===== config.mk =====
export PLATFORM = sky130hd
export DESIGN_NAME = palette_upload_dma
export DESIGN_NICKNAME = d
export VERILOG_FILES = /design/src/rtl/palette_upload_dma.sv
export SDC_FILE = /design/constraint.sdc
export NUM_CORES = 1
export LEC_CHECK = 0
export BUFFER_PORTS_ARGS = -buffer_cell sky130_fd_sc_hd__buf_2
export CAP_MARGIN = 20
export CORE_MARGIN = 2
export CORE_UTILIZATION = 45
export DETAILED_ROUTE_END_ITERATION = 8
export GPL_TIMING_DRIVEN = 0
export HOLD_SLACK_MARGIN = 0.02
export PLACE_DENSITY_LB_ADDON = 0.2
export RECOVER_POWER = 50
export SETUP_SLACK_MARGIN = 0.02
export SYNTH_ARGS = -nofsm -noshare
export SYNTH_HDL_FRONTEND = slang
export SYNTH_SLANG_ARGS = --single-unit
export TNS_END_PERCENT = 50

===== constraint.sdc =====
create_clock -name CLK_32M -period 3.95 [get_ports CLK_32M]
set_clock_uncertainty 0.15 [all_clocks]
set_input_delay 0.1975 -clock CLK_32M [delete_from_list [all_inputs] [get_ports CLK_32M]]
set_output_delay 0.1975 -clock CLK_32M [all_outputs]
set_load 0.01 [all_outputs]

===== src/rtl/palette_upload_dma.sv =====
// Palette upload DMA: copies an xBGR555 table from work RAM into the
// palette chip's R/G/B RAMs, one source word per entry, only during VBLANK.
//
// Ports:
//   CLK_32M, RESET        clock, async active-high reset
//   START, VBLANK         upload request, transfer window
//   MEM_RD/ADDR/DATA/ACK  work-RAM read initiator
//   PAL_A/DIN/G/MWR       palette chip write port
//   BUSY, DONE            status, end-of-upload pulse
module palette_upload_dma #(
  parameter int          ENTRIES  = 256,
  parameter logic [19:0] SRC_BASE = 20'h00000
) (
  input  logic        CLK_32M,
  input  logic        RESET,
  input  logic        START,
  input  logic        VBLANK,
  output logic        MEM_RD,
  output logic [19:0] MEM_ADDR,
  input  logic [15:0] MEM_DATA,
  input  logic        MEM_ACK,
  output logic [19:0] PAL_A,
  output logic [15:0] PAL_DIN,
  output logic        PAL_G,
  output logic        PAL_MWR,
  output logic        BUSY,
  output logic        DONE
);

  typedef enum logic [2:0] {
    S_IDLE,
    S_ARMED,
    S_FETCH,
    S_WR_R,
    S_WR_G,
    S_WR_B,
    S_FINISH
  } state_t;

  localparam logic [7:0] LAST = 8'(ENTRIES - 1);

  state_t      state_q, state_d;
  logic [7:0]  idx_q, idx_d;
  logic [15:0] data_q, data_d;
  logic        rd_q, rd_d;
  logic [19:0] addr_q, addr_d;
  logic [19:0] pal_a_q, pal_a_d;
  logic [15:0] pal_din_q, pal_din_d;
  logic        wr_q, wr_d;
  logic        busy_q, busy_d;
  logic        done_q, done_d;

  logic [1:0]  comp;
  logic [4:0]  comp_val;

  always_ff @(posedge CLK_32M or posedge RESET) begin
    if (RESET) begin
      state_q   <= S_IDLE;
      idx_q     <= '0;
      data_q    <= '0;
      rd_q      <= 1'b0;
      addr_q    <= '0;
      pal_a_q   <= '0;
      pal_din_q <= '0;
      wr_q      <= 1'b0;
      busy_q    <= 1'b0;
      done_q    <= 1'b0;
    end else begin
      state_q   <= state_d;
      idx_q     <= idx_d;
      data_q    <= data_d;
      rd_q      <= rd_d;
      addr_q    <= addr_d;
      pal_a_q   <= pal_a_d;
      pal_din_q <= pal_din_d;
      wr_q      <= wr_d;
      busy_q    <= busy_d;
      done_q    <= done_d;
    end
  end

  // Outputs are registered from the next state, so each one is valid
  // for exactly the cycles the FSM spends in the matching state.
  always_comb begin
    state_d   = state_q;
    idx_d     = idx_q;
    data_d    = data_q;
    addr_d    = addr_q;
    comp      = 2'b00;
    comp_val  = 5'd0;
    rd_d      = 1'b0;
    wr_d      = 1'b0;
    pal_a_d   = '0;
    pal_din_d = '0;

    unique case (state_q)
      S_IDLE: begin
        if (START) begin
          state_d = S_ARMED;
          idx_d   = '0;
        end
      end
      S_ARMED: begin
        if (VBLANK) state_d = S_FETCH;
      end
      S_FETCH: begin
        if (rd_q && MEM_ACK) begin
          data_d  = MEM_DATA;
          state_d = S_WR_R;
        end
      end
      S_WR_R: state_d = S_WR_G;
      S_WR_G: state_d = S_WR_B;
      S_WR_B: begin
        if (idx_q == LAST) begin
          state_d = S_FINISH;
        end else begin
          idx_d   = idx_q + 8'd1;
          state_d = VBLANK ? S_FETCH : S_ARMED;
        end
      end
      S_FINISH: state_d = S_IDLE;
      default:  state_d = S_IDLE;
    endcase

    // data_d already carries MEM_DATA on the FETCH->WR_R edge.
    unique case (state_d)
      S_WR_R: begin
        wr_d     = 1'b1;
        comp     = 2'b00;
        comp_val = data_d[4:0];
      end
      S_WR_G: begin
        wr_d     = 1'b1;
        comp     = 2'b01;
        comp_val = data_d[9:5];
      end
      S_WR_B: begin
        wr_d     = 1'b1;
        comp     = 2'b10;
        comp_val = data_d[14:10];
      end
      default: begin
        wr_d = 1'b0;
      end
    endcase

    if (wr_d) begin
      pal_a_d   = {8'd0, comp, 1'b0, idx_d, 1'b0};
      pal_din_d = {11'd0, comp_val};
    end

    if (state_d == S_FETCH) begin
      rd_d   = 1'b1;
      addr_d = SRC_BASE + {11'd0, idx_d, 1'b0};
    end

    busy_d = (state_d != S_IDLE);
    done_d = (state_d == S_FINISH);
  end

  assign MEM_RD   = rd_q;
  assign MEM_ADDR = addr_q;
  assign PAL_A    = pal_a_q;
  assign PAL_DIN  = pal_din_q;
  assign PAL_G    = wr_q;
  assign PAL_MWR  = wr_q;
  assign BUSY     = busy_q;
  assign DONE     = done_q;

endmodule


==> results of run 1 <==
[worst max-delay path: stages]
cell and delay, ns:
dlygate4sd3_1 0.53, buf_2 0.12, inv_1 0.57, clkbuf_1 1.07
[registers in the layout, indices dropped and copies added, names as in the netlist]
name / flops
BUSY: 1
DONE: 1
MEM_ADDR: 8
MEM_RD: 1
PAL_A: 10
PAL_DIN: 5
PAL_G: 1
data_q: 10
idx_q: 8
state_q: 3
[metrics by stage]
stage	hold slack [ns]	area, µm²
CTS	0.0856	3030
global placement	0.241	2770
finish	0.0991	2980
global route	0.122	2980
detailed placement	0.102	2790
floorplan	0.153	2450
[cells in the final DEF, fill, tap and decap left out, drive strengths merged, types with 3 or more instances in the layout]
cell,netlist,layout
buf,39,59
dfrtp,48,48
clkbuf,1,34
conb,1,33
mux2,19,19
dlygate4sd3,0,16
nand2,13,13
nor2,11,11
a21oi,11,11
and2,6,6
inv,6,6
a22oi,5,5
o21ai,4,4
nand2b,3,3
nor3,3,3
[repair_timing]
item	CTS	global route
hold buffers	16	0
hold endpoints to repair	36	0
endpoints found under the setup margin	0	0
[report_power, final]
group / internal (mW) / switching, mW
clock network: 0.120 / 0.156
logic: 0.255 / 0.317
registers: 0.602 / 0.0486
total: 0.977 / 0.522
[kinds of logic (layout without fill, tap and decap cells)]
family | after synthesis | count (layout) | share of synthesized area
AOI/OAI and AO/OA | 35 | 35 | 0.116
adders and majority gates | 1 | 1 | 0.00538
buffers and inverters | 46 | 117 | 0.136
DFF | 48 | 48 | 0.516
muxes | 19 | 19 | 0.105
other | 1 | 33 | 0.00161
and+or+nand+nor | 51 | 51 | 0.120
[how the worst min path moves through the flow]
| stage | startpoint | end | slack (ns) | cells after the start |
|---|---|---|---|---|
| floorplan | MEM_DATA[0] | PAL_DIN[0]$_DFF_PP0_ | 0.15 | 2 |
| global placement | MEM_DATA[1] | PAL_DIN[1]$_DFF_PP0_ | 0.24 | 3 |
| detailed placement | RESET | PAL_A[2]$_DFF_PP0_ | 0.10 | 2 |
| CTS | VBLANK | state_q[1]$_DFF_PP0_ | 0.09 | 3 |
| global route | VBLANK | state_q[1]$_DFF_PP0_ | 0.12 | 3 |
| finish | VBLANK | state_q[1]$_DFF_PP0_ | 0.1 | 3 |
[routing by layer]
layer,wire length (µm),share of wire,up-vias,GRT usage
met2,2180,0.48,56,0.281
li1,-,-,825,-
met5,0,0,-,0
met3,306,0.067,8,0.0489
met1,1990,0.44,782,0.215
met4,76,0.017,0,0.0546
[area by class of cell]
| type | count | area (µm²) | share of cell area |
|---|---|---|---|
| sequential | 48 | 1200 | 0.403 |
| multi-input combinational | 139 | 930 | 0.312 |
| timing repair buffer | 64 | 365 | 0.123 |
| buffer | 40 | 293 | 0.0982 |
| tap | 70 | 87.6 | 0.0294 |
| clock buffer | 5 | 68.8 | 0.0231 |
| inverter | 6 | 22.5 | 0.00756 |
| clock inverter | 2 | 12.5 | 0.00420 |
==> impl_results.md, run 1 <==
* Status: completed
* Depth of the worst register-to-register path at 6
* Critical path class: input pin to asynchronous set/reset pin
* Area growth syn-to-layout at 28.1%
* Share of the synthesized area in the top cell type at 0.516
* CTS buffer count at 5
* Initial antenna violation count at 0
* Wire per inst at 12.2 µm
* Via count at 1,671
* Top cells by area, synth: dfrtp_1, buf_4, mux2_4
* Detailed Route WL at roughly 4500 µm
* Hpwl dp at 3060 µm
* Mapped Cells at 201
* Clock root buffer: clkbuf_8
* Ys flop type: dfrtp_1
* Ys async rst share at 1.00
* Synth top cells by count: dfrtp_1, buf_4, nand2_1, nor2_1, a21oi_1
* Detail Route Antenna Nets at 0
* Global-route wire length before repair at ~7300 µm
* Filler cell count at ~450
* Mapped cell area at 2330 µm²
* CP max FO at 27
* Power Density at between 500 and 600 nW/µm²
* EDFF count, synth at 0
* Largest net degree at the start of global routing at 28
* Synth area leader: dfrtp_1
* Max Slew Vio Count at 0
* Drt drc at 0
* Row cnt at 26
* Die X at about 76 µm
* CTS resizes at 0
* CTS tree: done
* Register area share after synthesis at 0.516
* Yosys cell types at 46
* # clock sinks at 48
* Final setup violation count at 0
* Vias in the first global route at ~1,500
* Final Power at 1.50 mW
* Post-CTS Setup Bufs at 0
* Vias per cell at approximately 4.5
* Final instance count without filler cells at 374
* Slew margin rel. at 0.0836
* Die area at 5760 µm²
* Critical Path AT at ~2.5 ns
* Setup ws final at between 1 and 1.5 ns
* Reg2Reg Capture Point: MEM_ADDR[1]$_DFFE_PP0P_
* Setup TNS at 0 ns
* Clk Latency, worst-skew pair at a little under 0.3 ns
* Top-count cell post-synth: dfrtp_1
* Origin of the critical flop-to-flop path: idx_q[0]$_DFF_PP0_
* Critical path launch point type: input pin
* RD Place Congestion at roughly 0.82
* Die Y at around 76 µm
* Critical Path Sink: state_q[0]$_DFF_PP0_
* Tmin final at between 2 and 2.5 ns
* 1st-iter DRT viols at 100
* Ant. Diodes at 0
* Required time worst endpoint at 3.98 ns
* Synthesis Warnings at 0
* Leak at around 1.5 nW
* Final net count at between 300 and 400
* Worst-margin pin slew at about 1.4 ns
* Max-cap violations at 0
* Setup WS pre-CTS at 1.61 ns
* Share of cells above drive strength 1 at 0.296
* Fmax at between 400 and 500 MHz
* Hold/Removal Path Class: input pin to register
* Initial Util at 0.461
* Number of port buffers at 47
* Placeable Area at about 5000 µm²
* Avg Cell Area, Syn at 11.6 µm²
* Cells after DPL at between 300 and 400
* Final Hold Viols at 0
* Top Ports at 82
* RSZ-0062 raised after global routing: false
* Max VDD drop at ~0.27 mV
* First-pass DRT Iterations at 4
* CP endpoint kind: asynchronous set/reset pin
* Crit share post-route at 0.625
* Gr ovfl total at 0
* Worst Setup SP: RESET
* GRT Total Usage at 0.170
* Synth Register Bits at 48
* H-tree levels at 2
* Clock Pin Slew Worst Setup and Hold Paths at around 0.08 ns
* Post-Route Utilization at 0.591
* R2R Setup Slk at about 1.6 ns
* Max Buffers Root-to-Sink at 2
Power figures use the tool's default switching activity.
==> run 2, diff against run 1 <==
--- a/config.mk
+++ b/config.mk
@@ -5,6 +5,7 @@
 export SDC_FILE = /design/constraint.sdc
 export NUM_CORES = 1
 export LEC_CHECK = 0
+export ABC_AREA = 1
 export BUFFER_PORTS_ARGS = -buffer_cell sky130_fd_sc_hd__buf_2
 export CAP_MARGIN = 20
 export CORE_MARGIN = 2
==> constraint.sdc (replaced) <==
create_clock -name CLK_32M -period 2.6 [get_ports CLK_32M]
set_clock_uncertainty 0.15 [all_clocks]
set_input_delay 0.13 -clock CLK_32M [delete_from_list [all_inputs] [get_ports CLK_32M]]
set_output_delay 0.13 -clock CLK_32M [all_outputs]
set_load 0.01 [all_outputs]
==> impl_results.md, run 2 <==
* Cells after DPL at 428
* Post-Route Utilization at 0.605
* Number of port buffers at 47
* Vias per cell at between 4 and 5
* Clock Pin Slew Worst Setup and Hold Paths at 0.09 ns
* CTS resizes at 0
* Clk Latency, worst-skew pair at slightly below 0.3 ns
* Synth top cells by count: nand2_1, dfrtp_1, buf_4, inv_1
* RD Place Congestion at ~0.9
* Max Slew Vio Count at 0
* First-pass DRT Iterations at 4
* DP Area at 2840 µm²
* CP max FO at 8
* Vias in the first global route at 1,931
* CTS buffer count at 5
* Placeable Area at between 5000 and 6000 µm²
* Final Hold Viols at 0
* Worst-margin pin slew at 0.789 ns
* Yosys cell types at 28
* Ys flop type: dfrtp_1
* Detailed Route WL at 4800 µm
* Initial antenna violation count at 0
* Final setup violation count at 0
* Mapped cell area at between 2000 and 2500 µm²
* Gr ovfl total at 0
* Final instance area at slightly above 3000 µm²
* Die X at 76.6 µm
* 1st-iter DRT viols at 59
* Avg Cell Area, Syn at 8.53 µm²
* Detail Route Antenna Nets at 0
* CTS tree: done
* Switching Fraction at 0.338
* Area growth syn-to-layout at 30.2%
* Max VDD drop at about 0.35 mV
* Final net count at about 400
* Mapped Cells at 278
* GRT Total Usage at 0.179
* CP max stage delay at ~0.56 ns
* Top-count cell post-synth: nand2_1
* CP endpoint kind: register
* Synth Register Bits at between 40 and 50
* Leak at ~1.7 nW
* Share of the synthesized area in the top cell type at 0.506
* Reg area at ~1200 µm²
* Top cells by area, synth: dfrtp_1, nand2_1, buf_4
* Required time worst endpoint at between 2 and 3 ns
* Flop pwr share at 0.418
* CP max stage cell: dlygate4sd3_1
* Commonest non-fill, non-tap cells in the layout: nand2_1, dfrtp_1, buf_4, conb_1, clkbuf_1
* Synthesis Warnings at 0
* Register area share after synthesis at 0.506
* Ys async rst share at 1.00
* Initial Util at 0.464
* Ant. Diodes at 0
* Clock power share at 0.269
* Largest net degree at the start of global routing at 28
* Psw at 774 µW
* Hpwl dp at around 3500 µm
* Crit share post-route at 0.868
* Die Y at approximately 77 µm
* Wire per inst at 10.6 µm
* Power Density at around 740 nW/µm²
* Hold/Removal Path Class: input pin to register
* RSZ-0062 raised after global routing: false
* CP top delay family: buffers and inverters
* Die area at between 5000 and 6000 µm²
* Post-CTS Setup Bufs at 0
* Global-route wire length before repair at about 8500 µm
* Gate power share at 0.313
* H-tree levels at 2
* Setup TNS at 0 ns
* Pint at 1.52 mW
* Tmin final at approximately 2.3 ns
* Final instance count without filler cells at between 400 and 500
* Multi-input logic area at between 900 and 1000 µm²
* Share of cells above drive strength 1 at 0.233
* Critical path launch point type: register
* Critical path buffers and inverters at 3
* EDFF count, synth at 0
* Max Buffers Root-to-Sink at 2
* Crit path cell chain: nor2_1 > nand2_1 > nor2_4 > inv_2 > buf_2 > nand2_1 > nand2_1 > nand2_1 > nand3_1 > dlygate4sd3_1
* Max-cap violations at 0
* Row cnt at 26
* Status: completed
* # hold bufs at CTS at 17
* Top Ports at between 80 and 90
* Filler cell count at approximately 500
* Fmax at roughly 440 MHz
* Critical Path AT at ~2.3 ns
* Via count at between 1,500 and 2,000
* Drt drc at 0
* Synth area leader: dfrtp_1
* Worst path most repeated cell: nand2_1
* # clock sinks at 48
* Slew margin rel. at 0.473
* Leading cell type in the layout, fill and taps excluded: nand2_1
* Hold slack at about 0.074 ns
* Clock root buffer: clkbuf_8
* Critical path class: register to register
-- run 2: final timing paths --
kind                                            to               startpoint  depth (start not counted)  slack, ns
max in group asynchronous     state_q[2]$_DFF_PP0_                    RESET                          4       0.83
min in group asynchronous       PAL_A[4]$_DFF_PP0_                    RESET                          3       0.38
hold / removal                state_q[0]$_DFF_PP0_                   VBLANK                          4       0.07
hold reg to reg            MEM_ADDR[8]$_DFFE_PP0P_  MEM_ADDR[8]$_DFFE_PP0P_                          2       0.33
setup reg to reg              PAL_DIN[0]$_DFF_PP0_     state_q[2]$_DFF_PP0_                         10       0.34
setup / recovery              PAL_DIN[0]$_DFF_PP0_     state_q[2]$_DFF_PP0_                         10       0.34
-- run 2: power groups by stage --
| stage | clock, mW | combinational, mW | sequential [mW] |
|---|---|---|---|
| CTS | 0.630 | 0.742 | 0.957 |
| finish | 0.616 | 0.717 | 0.959 |
| global route | 0.664 | 0.815 | 0.977 |
| detailed placement | 0 | 0.711 | 0.972 |
| floorplan | 0 | 0.500 | 0.995 |
| global placement | 0 | 0.693 | 0.967 |
-- run 2: area by class of cell --
class,instances,share of cell area
multi-input combinational,204,0.303
inverter,22,0.0288
timing repair buffer,65,0.123
sequential,48,0.389
tap,70,0.0284
buffer,36,0.0859
clock buffer,5,0.0223
clock inverter,2,0.0194
-- run 2: worst register-to-register path, cell delays in order, from the launching register on --
cell           delay [ns]
dfrtp_1              0.45
nor2_1               0.12
nand2_1              0.10
nor2_4               0.22
inv_2                0.12
buf_2                0.17
nand2_1              0.06
nand2_1              0.07
nand2_1              0.06
nand3_1              0.06
dlygate4sd3_1        0.56
-- run 2: stage by stage --
stage               power [mW]  setup slack [ns]
global route              2.46             0.206
finish                    2.29             0.343
global placement          1.66             0.578
CTS                       2.33             0.340
detailed placement        1.68             0.747
floorplan                 1.49             0.983
-- run 2: kinds of logic after synthesis --
family | synth area share
and+or+nand+nor | 0.302
buffers and inverters | 0.149
DFF | 0.506
AOI/OAI and AO/OA | 0.0322
xor gates and xnor gates | 0.00369
adders and majority gates | 0.00527
other | 0.00158
-- run 2: metal layers --
| layer | share of wire | GRT usage | vias up |
|---|---|---|---|
| met4 | 0.0096 | 0.0436 | 0 |
| met3 | 0.050 | 0.0450 | 7 |
| li1 | - | - | 1004 |
| met1 | 0.46 | 0.223 | 847 |
| met5 | 0 | 0 | - |
| met2 | 0.48 | 0.312 | 61 |
==> run 3, diff against run 2 <==
--- a/config.mk
+++ b/config.mk
@@ -8,13 +8,13 @@
 export ABC_AREA = 1
 export BUFFER_PORTS_ARGS = -buffer_cell sky130_fd_sc_hd__buf_2
 export CAP_MARGIN = 20
-export CORE_MARGIN = 2
 export CORE_UTILIZATION = 45
 export DETAILED_ROUTE_END_ITERATION = 8
 export GPL_TIMING_DRIVEN = 0
 export HOLD_SLACK_MARGIN = 0.02
 export PLACE_DENSITY_LB_ADDON = 0.2
 export RECOVER_POWER = 50
+export REMOVE_ABC_BUFFERS = 1
 export SETUP_SLACK_MARGIN = 0.02
 export SYNTH_ARGS = -nofsm -noshare
 export SYNTH_HDL_FRONTEND = slang
==> impl_results.md, run 3 (synthesized netlist as in run 2, its figures left out) <==
* Status: completed
* # clock sinks at 48
* Hold/Removal Path Class: input pin to register
* Largest net degree at the start of global routing at 27
* Cells after DPL at 392
* Area growth syn-to-layout at 19.3%
* RD Place Congestion at 0.887
* Vias per cell at roughly 4.3
* Final setup violation count at 0
* Setup ws final at between 0.2 and 0.3 ns
* Die X at about 75 µm
* Worst-margin pin slew at ~0.86 ns
* CP max stage delay at between 0.5 and 0.6 ns
* CP max FO at 17
* Max Buffers Root-to-Sink at 2
* CP max stage cell: dlygate4sd3_1
* Critical path class: register to register
* Post-CTS Setup Bufs at 0
* Final net count at approximately 370
* Commonest non-fill, non-tap cells in the layout: nand2_1, dfrtp_1, conb_1, clkbuf_1, buf_2
* Share of cells above drive strength 1 at 0.144
* Die Y at between 70 and 80 µm
* Leading cell type in the layout, fill and taps excluded: nand2_1
* Initial antenna violation count at 0
* Final Hold Viols at 0
* Critical path launch point type: register
* Detailed Route WL at between 4000 and 5000 µm
* RSZ-0062 raised after global routing: false
* Crit share post-route at 0.893
* Setup WS pre-CTS at around 0.74 ns
* Ant. Diodes at 0
* Crit path cell chain: nor2_1 > nand2_1 > nor2_4 > inv_2 > nand2_1 > nand2_1 > nand2_1 > nand3_1 > dlygate4sd3_1
* Final Power at between 2 and 2.5 mW
* Vias in the first global route at around 1,600
* Gr ovfl total at 0
* Wire per inst at 10.9 µm
* Fmax at 431 MHz
* Power Density at between 700 and 800 nW/µm²
* Critical Path AT at around 2.4 ns
* Drt drc at 0
* H-tree levels at 2
* Row cnt at 26
* First-pass DRT Iterations at 4
* Via count at 1,787
* Detail Route Antenna Nets at 0
* Post-Route Utilization at 0.554
* 1st-iter DRT viols at 55
* Max-cap violations at 0
* Slew margin rel. at 0.428
* Placeable Area at 5110 µm²
* Clock Pin Slew Worst Setup and Hold Paths at 0.08 ns
* Clk Latency, worst-skew pair at approximately 0.3 ns
* CP endpoint kind: register
* Global-route wire length before repair at between 7000 and 8000 µm
* Leak at around 1.5 nW
* Setup TNS at 0 ns
* Final instance count without filler cells at roughly 420
* Max VDD drop at 0.333 mV
* Die area at 5570 µm²
* Clock root buffer: clkbuf_8
* Number of port buffers at 47
* GRT Total Usage at 0.175
* Max Slew Vio Count at 0
* Initial Util at 0.464
* Top Ports at slightly above 80
* CTS buffer count at 5
* Tmin final at between 2 and 2.5 ns
* Hpwl dp at approximately 3200 µm
* CTS tree: done
* Worst path most repeated cell: nand2_1
* Required time worst endpoint at between 2 and 3 ns
[run 3: cell count changes in the layout (fill, tap and decap cells not counted), sizes merged]
| cell | previous run | this run |
|---|---|---|
| buf | 58 | 19 |
| clkbuf | 31 | 34 |
| dlygate4sd3 | 17 | 18 |
[run 3: layer usage]
| metal | wire length, µm | vias up | track usage |
|---|---|---|---|
| li1 | - | 928 | - |
| met1 | 2130 | 798 | 0.218 |
| met2 | 2100 | 55 | 0.293 |
| met3 | 245 | 6 | 0.0488 |
| met4 | 55 | 0 | 0.0566 |
| met5 | 0 | - | 0 |
[run 3: layout make-up]
type / instances / area, µm²
clock buffers: 5 / 68.8
repair buffers: 66 / 385
multi-input cells: 204 / 937
clock inverters: 2 / 60.1
well taps: 70 / 87.6
fillers: 521 / 2280
inverters: 22 / 88.8
flip-flops and latches: 48 / 1200
[run 3: path summary, 6_finish.rpt]
path                       cells after the start  slack (ns)               startpoint                       to
setup / recovery                               9        0.28     state_q[2]$_DFF_PP0_     PAL_DIN[1]$_DFF_PP0_
hold / removal                                 4        0.08                   VBLANK     state_q[0]$_DFF_PP0_
setup reg to reg                               9        0.28     state_q[2]$_DFF_PP0_     PAL_DIN[1]$_DFF_PP0_
hold reg to reg                                2        0.33  MEM_ADDR[2]$_DFFE_PP0P_  MEM_ADDR[2]$_DFFE_PP0P_
max in group asynchronous                      4        0.78                    RESET     PAL_DIN[4]$_DFF_PP0_
min in group asynchronous                      3        0.39                    RESET  MEM_ADDR[1]$_DFFE_PP0P_
[run 3: what timing repair did]
| item | CTS | global route |
|---|---|---|
| gates resized for setup | 0 | 0 |
| hold endpoints to repair | 37 | 0 |
| hold buffers | 18 | 0 |
[run 3: critical path, delay by kind of cell, from the launching register on]
family	cells	cell delay [ns]
and+or+nand+nor	7	0.85
buffers and inverters	2	0.75
DFF	1	0.45
[run 3: stage by stage]
stage	hold slack, ns	instance area [µm²]
after floorplan	0.109	2230
after global placement	0.202	2550
after detailed placement	0.0443	2570
after CTS	0.0830	2880
after global routing	0.114	2830
final	0.0794	2830
[run 3: report_power, final]
group / internal, mW / total [mW] / switching (mW) / leakage, nW
Sequential: 0.893 / 0.956 / 0.0628 / 0.648
Clock: 0.378 / 0.613 / 0.235 / 0.0642
Combinational: 0.210 / 0.670 / 0.460 / 0.782
Total: 1.48 / 2.24 / 0.758 / 1.49
